## src/rtl/np_uart_pkg.sv

```systemverilog
// Shared UART definitions for the np receive and transmit paths: FSM state encoding and data width.
// Carries no logic of its own.
package np_uart_pkg;

  localparam int NP_UART_DATA_W               = 8;
  localparam int NP_UART_CLKS_PER_BIT_DEFAULT = 106;

  typedef enum logic [2:0] {
    ST_IDLE,
    ST_START,
    ST_DATA,
    ST_STOP,
    ST_BREAK
  } uart_state_t;

endpackage

```

## src/rtl/np_sync2.sv

```systemverilog
// Two-flop synchronizer for an asynchronous input pin; 2-cycle latency, reset value selectable.
// No backpressure: samples every clock.
module np_sync2 #(
  parameter logic RST_VAL = 1'b1
) (
  input  logic clk,
  input  logic rst_n,
  input  logic d,
  output logic q
);

  logic meta;

  always_ff @(posedge clk or negedge rst_n) begin
    if (!rst_n) begin
      meta <= RST_VAL;
      q    <= RST_VAL;
    end else begin
      meta <= d;
      q    <= meta;
    end
  end

endmodule

```

## src/rtl/np_uart_rx.sv

```systemverilog
// 8N1 UART receiver with one-entry valid/ready holding register; RX_VALID rises one cycle after the stop sample.
// A byte that completes while the holding register is full and not being drained is dropped and flags OVERRUN.
module np_uart_rx
  import np_uart_pkg::*;
#(
  parameter int CLKS_PER_BIT = NP_UART_CLKS_PER_BIT_DEFAULT
) (
  input  logic                      CLK,
  input  logic                      RST,
  input  logic                      RX,
  output logic [NP_UART_DATA_W-1:0] RX_DATA,
  output logic                      RX_VALID,
  input  logic                      RX_READY,
  output logic                      FRAME_ERR,
  output logic                      OVERRUN,
  input  logic                      ERR_CLR
);

  localparam int CNT_W = $clog2(CLKS_PER_BIT);
  localparam logic [CNT_W-1:0] CNT_HALF = CNT_W'(CLKS_PER_BIT / 2 - 1);
  localparam logic [CNT_W-1:0] CNT_BIT  = CNT_W'(CLKS_PER_BIT - 1);
  localparam logic [CNT_W-1:0] CNT_ONE  = CNT_W'(1);

  logic                      rx_s;
  uart_state_t               state, state_nxt;
  logic [CNT_W-1:0]          cnt, cnt_nxt;
  logic [2:0]                idx, idx_nxt;
  logic [NP_UART_DATA_W-1:0] shreg, shreg_nxt;
  logic                      deliver;
  logic                      ferr_nxt;

  np_sync2 #(.RST_VAL(1'b1)) u_sync (
    .clk   (CLK),
    .rst_n (RST),
    .d     (RX),
    .q     (rx_s)
  );

  always_ff @(posedge CLK or negedge RST) begin
    if (!RST) begin
      state <= ST_IDLE;
      cnt   <= '0;
      idx   <= '0;
      shreg <= '0;
    end else begin
      state <= state_nxt;
      cnt   <= cnt_nxt;
      idx   <= idx_nxt;
      shreg <= shreg_nxt;
    end
  end

  always_comb begin
    state_nxt = state;
    cnt_nxt   = cnt;
    idx_nxt   = idx;
    shreg_nxt = shreg;
    deliver   = 1'b0;
    ferr_nxt  = 1'b0;
    case (state)
      ST_IDLE: begin
        if (!rx_s) begin
          state_nxt = ST_START;
          cnt_nxt   = CNT_HALF;
        end
      end
      ST_START: begin
        if (cnt != '0) begin
          cnt_nxt = cnt - CNT_ONE;
        end else if (rx_s) begin
          state_nxt = ST_IDLE;
        end else begin
          state_nxt = ST_DATA;
          cnt_nxt   = CNT_BIT;
          idx_nxt   = '0;
        end
      end
      ST_DATA: begin
        if (cnt != '0) begin
          cnt_nxt = cnt - CNT_ONE;
        end else begin
          shreg_nxt = {rx_s, shreg[NP_UART_DATA_W-1:1]};
          cnt_nxt   = CNT_BIT;
          if (idx == 3'd7) state_nxt = ST_STOP;
          else             idx_nxt   = idx + 3'd1;
        end
      end
      ST_STOP: begin
        // Returning to IDLE at mid-stop-bit lets a start edge half a bit later be caught.
        if (cnt != '0) begin
          cnt_nxt = cnt - CNT_ONE;
        end else if (rx_s) begin
          deliver   = 1'b1;
          state_nxt = ST_IDLE;
        end else begin
          ferr_nxt  = 1'b1;
          state_nxt = ST_BREAK;
        end
      end
      ST_BREAK: begin
        if (rx_s) state_nxt = ST_IDLE;
      end
      default: state_nxt = ST_IDLE;
    endcase
  end

  always_ff @(posedge CLK or negedge RST) begin
    if (!RST) begin
      RX_DATA   <= '0;
      RX_VALID  <= 1'b0;
      FRAME_ERR <= 1'b0;
      OVERRUN   <= 1'b0;
    end else begin
      FRAME_ERR <= ferr_nxt;
      if (ERR_CLR) OVERRUN <= 1'b0;
      // Overrun set is evaluated after the clear so a coincident set wins.
      if (deliver) begin
        if (!RX_VALID || RX_READY) begin
          RX_DATA  <= shreg;
          RX_VALID <= 1'b1;
        end else begin
          OVERRUN <= 1'b1;
        end
      end else if (RX_VALID && RX_READY) begin
        RX_VALID <= 1'b0;
      end
    end
  end

endmodule

```

## config.mk

```make
export PLATFORM = sky130hd
export DESIGN_NAME = np_uart_rx
export DESIGN_NICKNAME = d
export VERILOG_FILES = /design/src/rtl/np_uart_pkg.sv /design/src/rtl/np_sync2.sv /design/src/rtl/np_uart_rx.sv
export SDC_FILE = /design/constraint.sdc
export NUM_CORES = 1
export LEC_CHECK = 0
export BUFFER_PORTS_ARGS = -buffer_cell sky130_fd_sc_hd__buf_2
export CAP_MARGIN = 10
export CORE_MARGIN = 2
export CORE_UTILIZATION = 46
export CTS_CLUSTER_DIAMETER = 100
export DETAILED_ROUTE_END_ITERATION = 16
export GPL_ROUTABILITY_DRIVEN = 0
export HOLD_SLACK_MARGIN = 0.1
export PLACE_DENSITY = 0.77
export SYNTH_ARGS = -nofsm -noshare
export SYNTH_HDL_FRONTEND = slang
export SYNTH_HIERARCHICAL = 1
export SYNTH_SLANG_ARGS = --single-unit
```

## constraint.sdc

```tcl
create_clock -name CLK -period 2.5 [get_ports CLK]
set_input_delay 0.5 -clock CLK [delete_from_list [all_inputs] [get_ports CLK]]
set_output_delay 0.5 -clock CLK [all_outputs]
set_load 0.005 [all_outputs]
```

* Word-level counts from Yosys, hierarchy flattened *
Cells that the tools add are included.
Widths: inputs -> output; s select.

cells by class
  reductions and logical operators = 14
  mux-type cells = 32
  bitwise logic cells = 1
  $add $sub $neg = 2
  equal/unequal tests = 16

operators with widths
  cell                 count
  $mux 7               5
  $mux 3               11
  $pmux 7 s4           1
  $ne 2x2->1 const B   8
  $pmux 3 s5           1
  $mux 1               12
  $reduce_bool 7->1    1
  $sub 7x1->7 const B  1
  $eq 3x2->1 const B   2
  $eq 3x3->1 const B   2
  $pmux 3 s2           1
  $reduce_and 2->1     3
  $reduce_and 6->1     1
  $reduce_and 5->1     1
  $ne 2x1->1 const B   2
  $reduce_and 4->1     1
  $reduce_bool 2->1    2
  $reduce_bool 4->1    1
  $add 3x1->3 const B  1
  $eq 3x1->1 const B   1
  $logic_not 3->1      1
  $ne 3x3->1 const B   1
  $mux 2               1
  $logic_and 1x1->1    1
  3 further kinds      3

word-level totals
  output and inout port bits = 11
  input bits = 5
  register bits after elaboration = 34
  word-level logic and storage cells = 75

* Longest topological paths before layout *
  depth in word-level cells = 5
  depth in mapped cells = 7
  mapped depth without buffers = 6

* By module *
Netlist, hierarchy kept.

modules (own cells, without submodules)
  module      area each (sq um)  cells each  instances  sequential area each (sq um)
  np_uart_rx  1,567.8            131         1          800.8
  np_sync2    52.6               2           1          52.6

* Worst setup path after synthesis *
Ideal clock, no wire load.

  kind = register to register
  start = reg cnt[0]
  end = reg RX_DATA[0]
  setup time = 0.125 ns
  required time = 2.375 ns
  buffers on the path = 1
  setup slack = 0.631 ns
  period minus slack after synthesis = 1.869 ns
  cell stages (with the launch flop) = 8
  arrival = 1.744 ns
  cells stage by stage = dfrtp_1 -> inv_1 -> ha_1 -> nor4b_4 -> nand4_1 -> nor2b_1 -> buf_2 -> mux2_2

on the way
  word-level cells in the longest chain between the ends = 4

RTL lines
  what                               line               text
  start: declaration                 np_uart_rx.sv:26   logic [CNT_W-1:0] cnt, cnt_nxt;
  start signal: assignment           np_uart_rx.sv:47   cnt <= cnt_nxt;
  $reduce_bool 7->1                  np_uart_rx.sv:90   if (cnt != '0) begin
  $mux 1                             np_uart_rx.sv:90
  $mux 1                             np_uart_rx.sv:60   case (state)
  $reduce_and 2->1 (no source line)  --
  end signal: assignment             np_uart_rx.sv:119  RX_DATA <= shreg;
  end: declaration                   np_uart_rx.sv:11   output logic [NP_UART_DATA_W-1:0] RX_DATA,

Every way passes these cells.
A chain may end at the register's enable or synchronous reset.

* Final worst setup path *
  start = reg cnt[0]
  end = reg cnt[2]

on the way
  word-level cells in the longest chain between the ends = 3
  elaborated cells on any way between the ends = 9
  classes of those cells = 1 x add/sub; 2 x eq/ne; 4 x mux; 2 x reduce/logical

RTL lines
  what                                              line
  $sub 7x1->7 or $reduce_bool 7->1 (tied branches)  --
  $mux 7 (tied with other cells)                    np_uart_rx.sv:90
  $pmux 7 s4 or $reduce_and 4->1 (tied branches)    --

Parallel ways exist; a longest one is shown, timed or not. The select of a mux whose other input is x is not followed.

==> run metrics <==
outcome=finished clean; register area share after synthesis=52.7%; FF-to-FF Start=cnt[0]; Critical R2R Capture=cnt[2]; vias after detailed routing=1091; Crit Path Category=flip-flop to flip-flop; Critical Path Fanout Max=7; Clk Latency, worst-skew pair=0.34 ns; Synth Instances=133; Largest stage delay, worst path=0.55 ns; CTS tree=yes; H-tree depth=2; fin util=52.9%; PD cells=500 nW/um^2; number of synthesized flops with an enable pin=0; syn nets=142; WL met2=1.45 mm; area of the core=3360 sq um; largest net degree at the start of global routing=35; Worst R2R Path Depth=6; CTS buffer count=5; crit path launch type=flip-flop; Area contributors post-synth=dfrtp_1 (49%), mux2_2 (11%), dfstp_2 (3.2%), ha_1 (3.1%), buf_6 (2.1%); post_cts resized=0; crit path DAT=2.26 ns; # diodes=0; Placement Rows=21; Total GRT Usage=16.7%; FMAX=485 MHz; wire per inst=14.8 um; Die H=63.4 um; CTS clk-pin slew, worst paths=0.11 ns; met3 WL=106 um; DRC Markers=0; Max clock buf depth=2; DRT antenna net count=0; hpwl dp=2.16 mm; vias per cell=5.51; Netlist cell types=44; Post-Synthesis Cell Area=1620 sq um; CP required=2.70 ns; Ys Warns=6; CP Capture Type=flip-flop; final hold vios=0; RSZ-0062 raised after global routing=no; length of routed wiring on met1=1.30 mm; slew margin rel.=50.4%; TNS Setup=0 ns; Synth top area share=49.4%; hold_buf cts=0; Clock Skew=0.00934 ns; fin crit share=82.6%; CP Cell Sequence=inv_1, ha_1, nor4b_4, nand2_2, a31oi_1, a211oi_1; post-synth top area cell=dfrtp_1; dpl ws=0.472 ns; port bufs=15; initial drt markers=105; asr flop ratio synth=100%; min-delay worst type=input pin to asynchronous set/reset pin; vias in the first global route=1092; Leak=0.895 nW; minimum clock period=2.06 ns; flop2flop setup slack=0.44 ns; initial antenna violation count=0; final setup fails=0; Post-CTS Setup Bufs=0; top sig layer=met4; share of layout cells above drive strength 1=34.2%; initial cell density of the core=48.2%; DIE AREA=4010 sq um; Crit-path slowest cell=a31oi_1; clock sinks=34; io pins=16; Final Max Tran Viols=0; area delta synth->final=9.88%; Synth Area per Inst=12.2 sq um; Initial DRT Pass Iterations=4; max-cap viol count=0; worst slew pin tran=0.744 ns; DRT Wirelength=2.93 mm; grt ovf=0; worst setup margin=0.436 ns; Synth Register Bits=34; CTS root buffer=clkbuf_4; die width=63.4 um; Post-synth top flop=dfrtp_1; fin nets=160; first-pass GRT wire length=5.09 mm; worst vdd rail ir drop=0.192 mV
cell type report:
cell class / count / area (sq um)
clock buffer: 6 / 51.3
clock inverter: 2 / 12.5
fill: 311 / 1580
inverter: 7 / 26.3
multi-input combinational: 87 / 697
sequential: 34 / 853
tap: 46 / 57.6
timing repair buffer: 16 / 82.6
stage by stage:
step | hold slack, ns | std cells | total power, mW | cell area, sq um
floorplan | 0.204 | 133 | 0.567 | 1620
global placement | 0.346 | 190 | 0.581 | 1720
detailed placement | 0.347 | 190 | 0.582 | 1720
CTS | 0.222 | 198 | 0.903 | 1780
global route | 0.230 | 198 | 0.929 | 1780
finish | 0.212 | 198 | 0.891 | 1780
critical path: cells and delay by family (launching register included):
family	cells	cell delay, ns
flip-flops	1	0.43
AND/OR/NAND/NOR	2	0.50
AO/OA/AOI/OAI	2	0.72
buffers and inverters	1	0.11
adder cells (fa/ha/maj)	1	0.16
sequential cells by signal, summed over array words and instances (netlist names):
signal	count
FRAME_ERR	1
OVERRUN	1
RX_DATA	8
RX_VALID	1
cnt	7
idx	3
shreg	8
state	3
u_sync/meta	1
u_sync/q	1
layout by cell type (no fill, tap or decap), types with 2 or more instances in the layout:
cell type,count
nor2b_1,2
mux2_2,16
a21o_1,4
buf_2,15
inv_1,7
nand2_1,6
dfstp_2,2
o21ai_0,2
clkbuf_4,5
nor3b_1,4
dfrtp_1,32
ha_1,4
a211oi_1,3
a31oi_1,3
nand4_1,2
nor3_1,2
a21oi_1,5
o31ai_1,4
nand2_2,2
nor2_1,4
how the worst max path moves through the flow:
stage          startpoint         end  slack (ns)  cells after the start
6_report           cnt[0]      cnt[2]        0.44                      6
5_1_grt            cnt[0]      cnt[2]        0.32                      6
4_1_cts            cnt[0]  RX_DATA[1]        0.46                      7
3_5_place_dp       cnt[0]  RX_DATA[1]        0.47                      7
3_3_place_gp       cnt[0]  RX_DATA[5]        0.54                      7
2_1_floorplan      cnt[0]  RX_DATA[0]        0.63                      7
synthesized netlist by cell type, types with 2 or more instances:
cell / n
a21oi_1: 5
a211oi_1: 3
buf_6: 3
o21ai_0: 2
dfrtp_1: 32
ha_1: 4
dfstp_2: 2
a31oi_1: 3
nor2_1: 4
nand2_2: 2
nand2_1: 6
nor3b_1: 4
a21o_1: 4
mux2_2: 16
o31ai_1: 4
inv_1: 7
nand4_1: 2
nor3_1: 2
buf_2: 2
nor2b_1: 2
logic make-up after synthesis:
kind of cell / share of synthesized area, %
and+or+nand+nor: 15.6
xor gates and xnor gates: 0.541
DFF: 52.7
muxes: 12.7
buffers and inverters: 4.32
AOI/OAI and AO/OA: 11.1
adders and majority gates: 3.09
report_power, final:
part / total (mW) / internal [mW] / switching, mW
combinational: 0.0167 / 0.00376 / 0.0130
clock: 0.320 / 0.135 / 0.185
sequential: 0.554 / 0.553 / 0.00169
routing by layer:
layer / GRT usage, % / vias to the layer above
li1: - / 524
met1: 20.3 / 536
met2: 27.6 / 25
met3: 3.75 / 6
met4: 8.97 / 0
met5: 0 / -
No activity file was read; power rests on OpenSTA's default activity.
